--- config.mk ---
export PLATFORM = sky130hd
export DESIGN_NAME = ddr_queue_slot_scheduler
export DESIGN_NICKNAME = d
export VERILOG_FILES = /design/src/rtl/ddr_queue_slot_scheduler.sv
export SDC_FILE = /design/constraint.sdc
export NUM_CORES = 2
export LEC_CHECK = 0
export CORE_MARGIN = 5
export CORE_UTILIZATION = 56
export CTS_BUF_LIST = sky130_fd_sc_hd__clkbuf_16
export CTS_CLUSTER_DIAMETER = 50
export DETAILED_ROUTE_END_ITERATION = 10
export PLACE_DENSITY = 0.75
export SLEW_MARGIN = 20
export SYNTH_ARGS = -nofsm -noshare
export SYNTH_HDL_FRONTEND = slang
export SYNTH_SLANG_ARGS = --single-unit
--- constraint.sdc ---
create_clock -name i_axis_clk -period 4.1 [get_ports i_axis_clk]
set_input_delay 0.41 -clock i_axis_clk [delete_from_list [all_inputs] [get_ports i_axis_clk]]
set_output_delay 0.41 -clock i_axis_clk [all_outputs]
set_load 0.01 [all_outputs]
--- src/rtl/ddr_queue_slot_scheduler.sv ---
// Slot-based DDR buffer manager and round-robin read scheduler.
// Each queue owns a ring of fixed-size DDR slots. Writers get a slot address up front
// and report completion later. Reads drain each queue in slot order, one read in flight.
module ddr_queue_slot_scheduler #(
    parameter logic [31:0] C_M_TARGET_SLAVE_BASE_ADDR = 32'h0,
    parameter int          C_M_AXI_ADDR_WIDTH         = 32,
    parameter int          P_DDR_LOCAL_QUEUE          = 4,
    parameter int          P_SLOT_BYTES               = 2048,
    parameter int          P_QUEUE_SLOTS              = 16
) (
    input  logic                          i_axis_clk,
    input  logic                          i_axis_rst,
    input  logic                          i_wr_ddr_valid,
    input  logic [15:0]                   i_wr_ddr_len,
    input  logic [P_DDR_LOCAL_QUEUE-1:0]  i_wr_ddr_queue,
    output logic [C_M_AXI_ADDR_WIDTH-1:0] o_wr_ddr_addr,
    output logic                          o_wr_ddr_ready,
    input  logic                          i_wr_ddr_cpl_valid,
    output logic                          o_wr_ddr_cpl_ready,
    input  logic [P_DDR_LOCAL_QUEUE-1:0]  i_wr_ddr_cpl_queue,
    input  logic [15:0]                   i_wr_ddr_cpl_len,
    input  logic [C_M_AXI_ADDR_WIDTH-1:0] i_wr_ddr_cpl_addr,
    input  logic [7:0]                    i_wr_ddr_cpl_strb,
    output logic                          o_rd_ddr_valid,
    output logic [C_M_AXI_ADDR_WIDTH-1:0] o_rd_ddr_addr,
    output logic [15:0]                   o_rd_ddr_len,
    output logic [7:0]                    o_rd_ddr_strb,
    input  logic                          i_rd_ddr_ready,
    input  logic                          i_rd_ddr_cpl,
    output logic [P_DDR_LOCAL_QUEUE-1:0]  o_queue_empty,
    output logic                          o_oversize_err
);

    localparam int Q   = P_DDR_LOCAL_QUEUE;
    localparam int AW  = C_M_AXI_ADDR_WIDTH;
    localparam int NS  = P_QUEUE_SLOTS;
    localparam int SBW = $clog2(P_SLOT_BYTES);
    localparam int PW  = $clog2(NS);
    localparam int QW  = (Q > 1) ? $clog2(Q) : 1;

    localparam logic [AW-1:0] BASE     = AW'(C_M_TARGET_SLAVE_BASE_ADDR);
    localparam logic [PW:0]   CNT_FULL = (PW+1)'(NS);
    localparam logic [PW:0]   CNT_ONE  = (PW+1)'(1);
    localparam logic [PW-1:0] PTR_ONE  = PW'(1);
    localparam logic [16:0]   LEN_MAX  = 17'(P_SLOT_BYTES);

    typedef enum logic [1:0] {S_IDLE, S_ISSUE, S_WAIT_CPL} rd_state_t;

    // Slots are power-of-two sized and queue regions are contiguous, so addressing is shifts.
    function automatic logic [AW-1:0] slot_addr(input logic [QW-1:0] q, input logic [PW-1:0] idx);
        return BASE + (AW'(q) << (SBW + PW)) + (AW'(idx) << SBW);
    endfunction

    // Lowest set bit of a one-hot queue vector; tolerates malformed multi-hot inputs.
    function automatic logic [QW-1:0] low_bit(input logic [Q-1:0] v);
        logic [QW-1:0] r;
        r = '0;
        for (int i = Q - 1; i >= 0; i--) begin
            if (v[i]) r = QW'(i);
        end
        return r;
    endfunction

    rd_state_t     state, state_nxt;
    logic [PW-1:0] wptr [Q];
    logic [PW-1:0] rptr [Q];
    logic [PW:0]   cnt [Q];
    logic [PW:0]   cnt_nxt [Q];
    logic [NS-1:0] done [Q];
    logic [15:0]   len_tab [Q][NS];
    logic [7:0]    strb_tab [Q][NS];
    logic [QW-1:0] rr, rd_q, pick_q, wq, cq;
    logic [PW-1:0] cidx;
    logic          pick_found, grant, free, cpl_acc;
    logic          cpl_addr_unused;

    assign wq      = low_bit(i_wr_ddr_queue);
    assign grant   = i_wr_ddr_valid && !o_wr_ddr_ready && (|i_wr_ddr_queue) && (cnt[wq] < CNT_FULL);
    assign free    = (state == S_WAIT_CPL) && i_rd_ddr_cpl;
    assign cq      = low_bit(i_wr_ddr_cpl_queue);
    assign cpl_acc = i_wr_ddr_cpl_valid && o_wr_ddr_cpl_ready && (|i_wr_ddr_cpl_queue);
    assign cidx    = i_wr_ddr_cpl_addr[SBW +: PW];
    assign cpl_addr_unused = ^i_wr_ddr_cpl_addr;

    // Occupancy after this cycle's grant and free; a same-queue grant+free cancels out.
    always_comb begin
        for (int q = 0; q < Q; q++) begin
            cnt_nxt[q] = cnt[q];
            if (grant && wq == QW'(q)) cnt_nxt[q] = cnt_nxt[q] + CNT_ONE;
            if (free && rd_q == QW'(q)) cnt_nxt[q] = cnt_nxt[q] - CNT_ONE;
        end
    end

    // Per-queue ring pointers, occupancy, completion flags and empty status.
    always_ff @(posedge i_axis_clk) begin
        if (i_axis_rst) begin
            for (int q = 0; q < Q; q++) begin
                wptr[q] <= '0;
                rptr[q] <= '0;
                cnt[q]  <= '0;
                done[q] <= '0;
            end
            o_queue_empty <= '1;
        end else begin
            for (int q = 0; q < Q; q++) begin
                cnt[q]           <= cnt_nxt[q];
                o_queue_empty[q] <= (cnt_nxt[q] == '0);
            end
            if (grant) begin
                wptr[wq]           <= wptr[wq] + PTR_ONE;
                done[wq][wptr[wq]] <= 1'b0;
            end
            if (free) begin
                rptr[rd_q]             <= rptr[rd_q] + PTR_ONE;
                done[rd_q][rptr[rd_q]] <= 1'b0;
            end
            if (cpl_acc) done[cq][cidx] <= 1'b1;
        end
    end

    // Completion descriptors; the done flag gates use, so these need no reset.
    always_ff @(posedge i_axis_clk) begin
        if (cpl_acc) begin
            len_tab[cq][cidx]  <= i_wr_ddr_cpl_len;
            strb_tab[cq][cidx] <= i_wr_ddr_cpl_strb;
        end
    end

    // Write-side grant pulse, slot address, oversize flag and descriptor acceptance.
    always_ff @(posedge i_axis_clk) begin
        if (i_axis_rst) begin
            o_wr_ddr_ready     <= 1'b0;
            o_wr_ddr_addr      <= '0;
            o_oversize_err     <= 1'b0;
            o_wr_ddr_cpl_ready <= 1'b0;
        end else begin
            o_wr_ddr_ready     <= grant;
            o_oversize_err     <= grant && ({1'b0, i_wr_ddr_len} > LEN_MAX);
            o_wr_ddr_cpl_ready <= 1'b1;
            if (grant) o_wr_ddr_addr <= slot_addr(wq, wptr[wq]);
        end
    end

    // Round-robin scan from rr for the first queue whose head slot is complete.
    always_comb begin
        logic [QW:0]   qsum;
        logic [QW-1:0] qv;
        pick_found = 1'b0;
        pick_q     = '0;
        qsum       = '0;
        qv         = '0;
        for (int i = 0; i < Q; i++) begin
            qsum = {1'b0, rr} + (QW+1)'(i);
            if (qsum >= (QW+1)'(Q)) qsum = qsum - (QW+1)'(Q);
            qv = qsum[QW-1:0];
            if (!pick_found && cnt[qv] != '0 && done[qv][rptr[qv]]) begin
                pick_found = 1'b1;
                pick_q     = qv;
            end
        end
    end

    // Read FSM state register.
    always_ff @(posedge i_axis_clk) begin
        if (i_axis_rst) state <= S_IDLE;
        else            state <= state_nxt;
    end

    // Read FSM next state; the request is valid for exactly the ISSUE state.
    always_comb begin
        state_nxt      = state;
        o_rd_ddr_valid = 1'b0;
        case (state)
            S_IDLE:     if (pick_found) state_nxt = S_ISSUE;
            S_ISSUE: begin
                o_rd_ddr_valid = 1'b1;
                if (i_rd_ddr_ready) state_nxt = S_WAIT_CPL;
            end
            S_WAIT_CPL: if (i_rd_ddr_cpl) state_nxt = S_IDLE;
            default:    state_nxt = S_IDLE;
        endcase
    end

    // Latch the chosen slot's request fields and advance the round-robin pointer on free.
    always_ff @(posedge i_axis_clk) begin
        if (i_axis_rst) begin
            rd_q          <= '0;
            rr            <= '0;
            o_rd_ddr_addr <= '0;
            o_rd_ddr_len  <= '0;
            o_rd_ddr_strb <= '0;
        end else begin
            if (state == S_IDLE && pick_found) begin
                rd_q          <= pick_q;
                o_rd_ddr_addr <= slot_addr(pick_q, rptr[pick_q]);
                o_rd_ddr_len  <= len_tab[pick_q][rptr[pick_q]];
                o_rd_ddr_strb <= strb_tab[pick_q][rptr[pick_q]];
            end
            if (free) rr <= (rd_q == QW'(Q - 1)) ? '0 : rd_q + QW'(1);
        end
    end

endmodule

Word level (Yosys, flattened, before mapping):

Memory sizes are Yosys's and may differ from the RTL's. A register that Yosys moved wholly into a read port is not among the register bits.
Cells that the tools add are included.

* register bits: 101
* RAM bits: 1652
* bits of input ports: 86
* output and inout port bits: 96
* word-level logic and storage cells: 218
* memories: 6

Memory list
* len_tab: words 4, bits a word 256, rd ports 1, clocked after Yosys merged registers in 0, wr ports 1, line 70 `logic [15:0] len_tab [Q][NS];`
* strb_tab: words 4, bits a word 128, rd ports 1, clocked after Yosys merged registers in 0, wr ports 1, line 71 `logic [7:0] strb_tab [Q][NS];`
* done: words 4, bits a word 16, rd ports 4, clocked after Yosys merged registers in 0, wr ports 4, line 69 `logic [NS-1:0] done [Q];`
* cnt: words 4, bits a word 5, rd ports 9, clocked after Yosys merged registers in 0, wr ports 4, line 67 `logic [PW:0] cnt [Q];`
* rptr: words 4, bits a word 4, rd ports 6, clocked after Yosys merged registers in 1, wr ports 4, line 66 `logic [PW-1:0] rptr [Q];`
* wptr: words 4, bits a word 4, rd ports 1, clocked after Yosys merged registers in 0, wr ports 4, line 65 `logic [PW-1:0] wptr [Q];`

* add/sub/neg operators: 20
* $lt $le $gt $ge: 19
* equality and inequality tests: 11
* mux-type cells: 95
* bitwise operators: 6
* reduce and logical (&&, ||, !) cells: 50

Operators by type and width (number)
* 256-bit two-way mux: 1
* 16-bit two-way mux: 12
* 128-bit two-way mux: 1
* 16-bit binary-select mux with 4-bit select: 1
* 16-bit demux with 4-bit select: 1
* 5-bit two-way mux: 12
* 2-bit two-way mux: 27
* 16-bit OR reduction: 3
* 17-bit by 15-bit adder with 18-bit output: 2
* 4-bit by 5-bit less-than comparator with 1-bit output (second input constant): 7
* 8-bit binary-select mux with 4-bit select: 1
* 8-bit demux with 4-bit select: 1
* 1-bit logical AND: 27
* 1-bit two-way mux: 25
* 8-bit two-way mux: 3
* 5-bit by 1-bit adder with 5-bit output (second input constant): 4
* 5-bit zero test: 4
* 5-bit nonzero test: 4
* 5-bit by 1-bit subtractor with 5-bit output (second input constant): 4
* 1-bit binary-select mux with 4-bit select: 4
* 16-bit by 12-bit greater-than comparator with 1-bit output (second input constant): 1
* 4-bit OR reduction: 4
* 1-bit demux with 4-bit select: 3
* 4-bit by 1-bit >= comparator with 1-bit output (second input constant): 3
* other kinds (20): 46

Logic depth before layout (Yosys ltp):

An unclocked memory read counts as a cell.

* word-level depth: 24
* mapped depth: 22

Worst setup path before layout:

No wires, ideal clock.

* path type: register to register
* from: register rr[1]
* to: register o_rd_ddr_strb[3]
* library setup time: 0.073 ns
* arrival time: 4.033 ns
* setup slack: -0.007 ns
* cell stages (with the launch flop): 17
* path buffers: 4
* cell sequence: dfxtp_1 -> buf_4 -> mux2i_2 -> mux2_1 -> a32o_1 -> nor4_2 -> nor4_4 -> a31oi_2 -> nor3_1 -> nor2_2 -> buf_2 -> buf_2 -> buf_1 -> mux2_2 -> o211ai_1 -> nand4_1 -> o211ai_2

* longest elaborated chain between the ends: 24
* elaborated cells between the ends (all ways): 54

Ends and longest elaborated chain
* start: declaration: line 72 `logic [QW-1:0] rr, rd_q, pick_q, wq, cq;`
* start signal: assignment: line 199 `if (free) rr <= (rd_q == QW'(Q - 1)) ? '0 : rd_q + QW'(1);`
* 2-bit by 3-bit >= comparator with 1-bit output / 2-bit by 1-bit subtractor with 2-bit output (equally long branches): line 154 `if (qsum >= (QW+1)'(Q)) qsum = qsum - (QW+1)'(Q);`
* 2-bit two-way mux: line 154
* memory read 4 x 16 bit / memory read 4 x 4 bit (equally long branches)
* 1-bit binary-select mux with 4-bit select: line 156 `if (!pick_found && cnt[qv] != '0 && done[qv][rptr[qv]]) begin`
* 1-bit two-way mux (not written as such): line 156
* 1-bit logical AND: line 156
* 1-bit two-way mux: line 156
* 1-bit zero test: line 156
* [6 not listed]
* 1-bit two-way mux: line 156
* 1-bit zero test: line 156
* 1-bit logical AND (2 in series): line 156
* 2-bit two-way mux: line 156
* memory read 4 x 4 bit
* 4-bit inverter with 5-bit output (not written as such): line 197 `o_rd_ddr_strb <= strb_tab[pick_q][rptr[pick_q]];`
* 8-bit binary-select mux with 4-bit select: line 197
* 8-bit two-way mux (not written as such) (2 in series): line 197
* end signal: assignment: line 197
* end: declaration: line 27 `output logic [7:0] o_rd_ddr_strb,`

Several ways; a longest one is shown, not always the timed one. The select of a mux whose other input is x is not followed.
A chain may end at the register's enable or synchronous reset.

==> run summary <==
CORE AREA -> 0.1270 mm2
Register-to-register path setup slack -> -590 ps
Critical path fanouts, max -> 8
Worst EP required -> 4820 ps
Internal power -> 28840 uW
Crit. End Element -> flop
Initial Utilization -> 56.12%
R2r startpoint -> rptr[1][0]
Antenna violations before repair -> 4
Share of final-layout standard cells stronger than drive strength 1 -> 33.57%
Actual slew at the worst max-slew pin -> 1026 ps
Total design power -> 37320 uW
DRC viols -> 0
Root buffer selected by CTS -> sky130_fd_sc_hd__clkbuf_16
H-tree level count -> 4
Port bufs -> 101
Pwr/cell area -> 429.3 mW/mm2
Timing startpoint of the critical path -> rptr[1][0]
Slew margin rel. -> 31.61%
Mean number of vias per cell -> 6.555
Standby leakage power -> 0.02928 uW
Count of final setup violators -> 24
Number of global-route vias before repair -> 43130
Final worst path period need -> 4692 ps
Routed wire per std cell -> 30.68 um
Path type of the worst setup path -> reg -> reg
# rows -> 131
Remaining antenna violation count -> 0
Final core utilization -> 68.45%
Psw -> 8480 uW
# nets final -> 5026
Peak supply drop -> 0.4866 mV
Iteration count of the initial detailed-routing pass -> 6
Mapped Area -> 0.07129 mm2
Number of enable flip-flop cells after synthesis -> 1568
Maximum number of pins on one net before global-route repair -> 65
Final worst-path cycle share -> 114.4%
Floorplan die area -> 0.1345 mm2
GRT Overall Usage -> 29.81%
Reg2reg end -> o_rd_ddr_strb[4]
Seq/Total Area, Yosys -> 69.84%
Clk sink count -> 1703
# IOs -> 182
Violations in the final reports -> negative setup slack
Detailed router's first-iteration violation count -> 5791
Total Wirelength -> 206400 um
Wire length of the first global-routing pass -> 294300 um
RSZ-0062 raised after global routing -> true
Proportion of synthesized flip-flops having asynchronous set or reset -> 0%
Layout overhead on the synthesized area -> 21.97%
Post-Place Worst Slack -> -978.9 ps
Part of the power in combinational logic -> 8.0%
Clock transition at the register clock pins on the worst setup and hold paths after CTS -> 60 ps
Placer Congestion -> 0.9586
Final number of hold-violating endpoints -> 0
Area of all placed cells without fillers -> 0.08695 mm2
Post-Synthesis Mean Instance Area -> 16.91 um2
Achievable frequency -> 0.2131 GHz
Max Cap Viol -> 0
Gate Count Post-Synth -> 4217
Smallest setup slack after layout -> -592.0 ps
Number of unique standard cell types used by synthesis -> 88
Die boundary height -> 366.8 um
Register bit total from synthesis -> 1703
CP endpoint -> o_rd_ddr_strb[4]
Sequential power share -> 51.2%
TritonCTS buffer count -> 171
Yosys synthesis warning count -> 0
Placed cell areas -> 0.07877 mm2
Count of fill cells added during filler insertion -> 7754
Share of total power consumed by net switching -> 22.72%
HPWL after DPL -> 121900 um
Worst hold slack -> 68.96 ps
Overall via count from detail_route -> 44100
Buffer levels on the longest clock path -> 3
TritonCTS clock tree -> done
Worst-case reg-to-reg path depth -> 18
Clock network power share -> 40.7%
Die boundary width -> 366.8 um
Path category of the worst min-delay check -> in -> reg
Critical Path AT -> 5410 ps
Clock skew after layout -> 32.05 ps
Type of element launching the critical path -> flop
Sum of overflow across all layers after global routing -> 0
Run status -> complete, but fails checks
Worst-Skew Late Latency -> 810 ps
Most used DFF post-synth -> sky130_fd_sc_hd__edfxtp_1
Number of max-slew violations in the final report -> 0
## timing repair
action	CTS	global route
hold endpoints to repair	11	0
endpoints found under the setup margin	25	25
setup buffers	53	42
pin swaps	54	62
gates resized for setup	206	108
cloned	14	7
hold buffers	3	0
## layer usage
metal	global-route usage, %	vias up	wire length (um)
li1	-	18180	-
met1	40.16	22450	74750
met2	47.80	3007	99360
met3	6.817	464	23600
met4	11.82	4	8673
met5	0	-	33
## cells in the mapped netlist, types with 84 or more instances
library cell | count | share of area [%]
sky130_fd_sc_hd__a22oi_1 | 84 | 0.88
sky130_fd_sc_hd__buf_2 | 96 | 0.67
sky130_fd_sc_hd__clkbuf_1 | 89 | 0.47
sky130_fd_sc_hd__dfxtp_1 | 135 | 3.8
sky130_fd_sc_hd__edfxtp_1 | 1568 | 66
sky130_fd_sc_hd__mux2_2 | 234 | 3.7
sky130_fd_sc_hd__mux2i_1 | 370 | 5.2
sky130_fd_sc_hd__mux4_2 | 244 | 7.7
sky130_fd_sc_hd__nand2_1 | 217 | 1.1
sky130_fd_sc_hd__nand3_1 | 101 | 0.71
sky130_fd_sc_hd__nor2_1 | 197 | 1.0
sky130_fd_sc_hd__o21ai_0 | 145 | 1.0
sky130_fd_sc_hd__o22ai_1 | 96 | 0.84
## flip-flops by register name, summed over array words and instances (netlist names), named ones only
name and count:
cnt 20, done 64, len_tab 1024, o_oversize_err 1, o_queue_empty 4, o_rd_ddr_addr 4
o_rd_ddr_len 16, o_rd_ddr_strb 8, o_wr_ddr_addr 6, o_wr_ddr_cpl_ready 1, o_wr_ddr_ready 1, rd_q 2
rptr 16, rr 2, state 2, strb_tab 512, wptr 16
## power by group through the flow
stage	logic (uW)	registers (uW)	clock network, uW
after floorplan	1250	19500	0
after global placement	2490	19500	0
after detailed placement	2520	19500	0
after CTS	2810	19100	15200
after global routing	3110	19100	16100
final	3000	19100	15200
## cell families (layout without fill, tap and decap cells)
logic type	Yosys count	count (layout)	share of synthesized area [%]
simple gates	702	702	4.591
fa+ha+maj	20	20	0.3510
compound gates	557	557	5.339
other cells	1	54	0.005260
xor+xnor	42	42	0.5160
flops	1703	1703	69.84
mux	856	856	16.78
buf+inv	336	1132	2.576
## worst min path at each step
| stage | endpoint | cells after the start | slack [ps] | start |
|---|---|---|---|---|
| global route | len_tab[3][178] | 1 | 50 | i_wr_ddr_cpl_len[2] |
| CTS | len_tab[2][146] | 1 | 20 | i_wr_ddr_cpl_len[2] |
| floorplan | done[2][11] | 2 | 480 | done[2][11] |
| detailed placement | o_wr_ddr_addr[15] | 2 | 490 | o_wr_ddr_addr[15] |
| global placement | o_wr_ddr_addr[16] | 2 | 470 | o_wr_ddr_addr[16] |
| finish | o_queue_empty[2] | 3 | 70 | i_axis_rst |
## cells in the final DEF, fill, tap and decap left out, types with 25 or more instances in the layout
| cell type | instances |
|---|---|
| sky130_fd_sc_hd__conb_1 | 52 |
| sky130_fd_sc_hd__xnor2_1 | 25 |
| sky130_fd_sc_hd__clkbuf_16 | 183 |
| sky130_fd_sc_hd__a22oi_2 | 43 |
| sky130_fd_sc_hd__nand3_1 | 80 |
| sky130_fd_sc_hd__a22oi_1 | 56 |
| sky130_fd_sc_hd__inv_1 | 82 |
| sky130_fd_sc_hd__nor2_1 | 125 |
| sky130_fd_sc_hd__buf_6 | 34 |
| sky130_fd_sc_hd__clkdlybuf4s50_1 | 76 |
| sky130_fd_sc_hd__clkinv_1 | 33 |
| sky130_fd_sc_hd__nand2_1 | 214 |
| sky130_fd_sc_hd__o211ai_1 | 68 |
| sky130_fd_sc_hd__buf_4 | 481 |
| sky130_fd_sc_hd__edfxtp_1 | 1568 |
| sky130_fd_sc_hd__a21oi_1 | 25 |
| sky130_fd_sc_hd__o21ai_0 | 125 |
| sky130_fd_sc_hd__buf_12 | 129 |
| sky130_fd_sc_hd__nand4_1 | 67 |
| sky130_fd_sc_hd__nor2_2 | 66 |
| sky130_fd_sc_hd__mux2_2 | 232 |
| sky130_fd_sc_hd__mux2i_2 | 29 |
| sky130_fd_sc_hd__o22ai_1 | 87 |
| sky130_fd_sc_hd__mux2i_1 | 322 |
| sky130_fd_sc_hd__mux2i_4 | 25 |
| sky130_fd_sc_hd__mux4_2 | 244 |
| sky130_fd_sc_hd__dfxtp_1 | 132 |
## critical path, stage by stage (launching register included)
cell	delay (ps)
sky130_fd_sc_hd__edfxtp_1	460
sky130_fd_sc_hd__buf_6	160
sky130_fd_sc_hd__mux4_2	580
sky130_fd_sc_hd__mux4_2	510
sky130_fd_sc_hd__nand2_2	90
sky130_fd_sc_hd__a31o_4	190
sky130_fd_sc_hd__a21oi_4	60
sky130_fd_sc_hd__or4_4	560
sky130_fd_sc_hd__o221ai_4	90
sky130_fd_sc_hd__a21o_4	190
sky130_fd_sc_hd__mux2i_4	270
sky130_fd_sc_hd__buf_12	150
sky130_fd_sc_hd__buf_16	160
sky130_fd_sc_hd__buf_12	150
sky130_fd_sc_hd__buf_4	110
sky130_fd_sc_hd__mux4_2	340
sky130_fd_sc_hd__a22oi_2	230
sky130_fd_sc_hd__nand3_2	160
sky130_fd_sc_hd__o211ai_1	130
## per-stage QoR
| step | instances | setup TNS [ps] |
|---|---|---|
| 6_report | 6728 | -12900 |
| 5_1_grt | 6726 | -15820 |
| 4_1_cts | 6691 | -11350 |
| 3_5_place_dp | 6315 | -18380 |
| 3_3_place_gp | 6315 | -19670 |
| 2_1_floorplan | 4268 | 0 |
## cell type report
type	count	area [um2]	share of cell area, %
Antenna cell	2	5.005	0.005756
Multi-Input combinational cell	2229	21180	24.35
Tap cell	1662	2079	2.392
Inverter	36	135.1	0.1554
Clock buffer	176	4404	5.065
Clock inverter	141	1084	1.246
Timing Repair Buffer	779	8270	9.512
Sequential cell	1703	49800	57.27
Note: power is estimated with default switching activity, not from simulation.
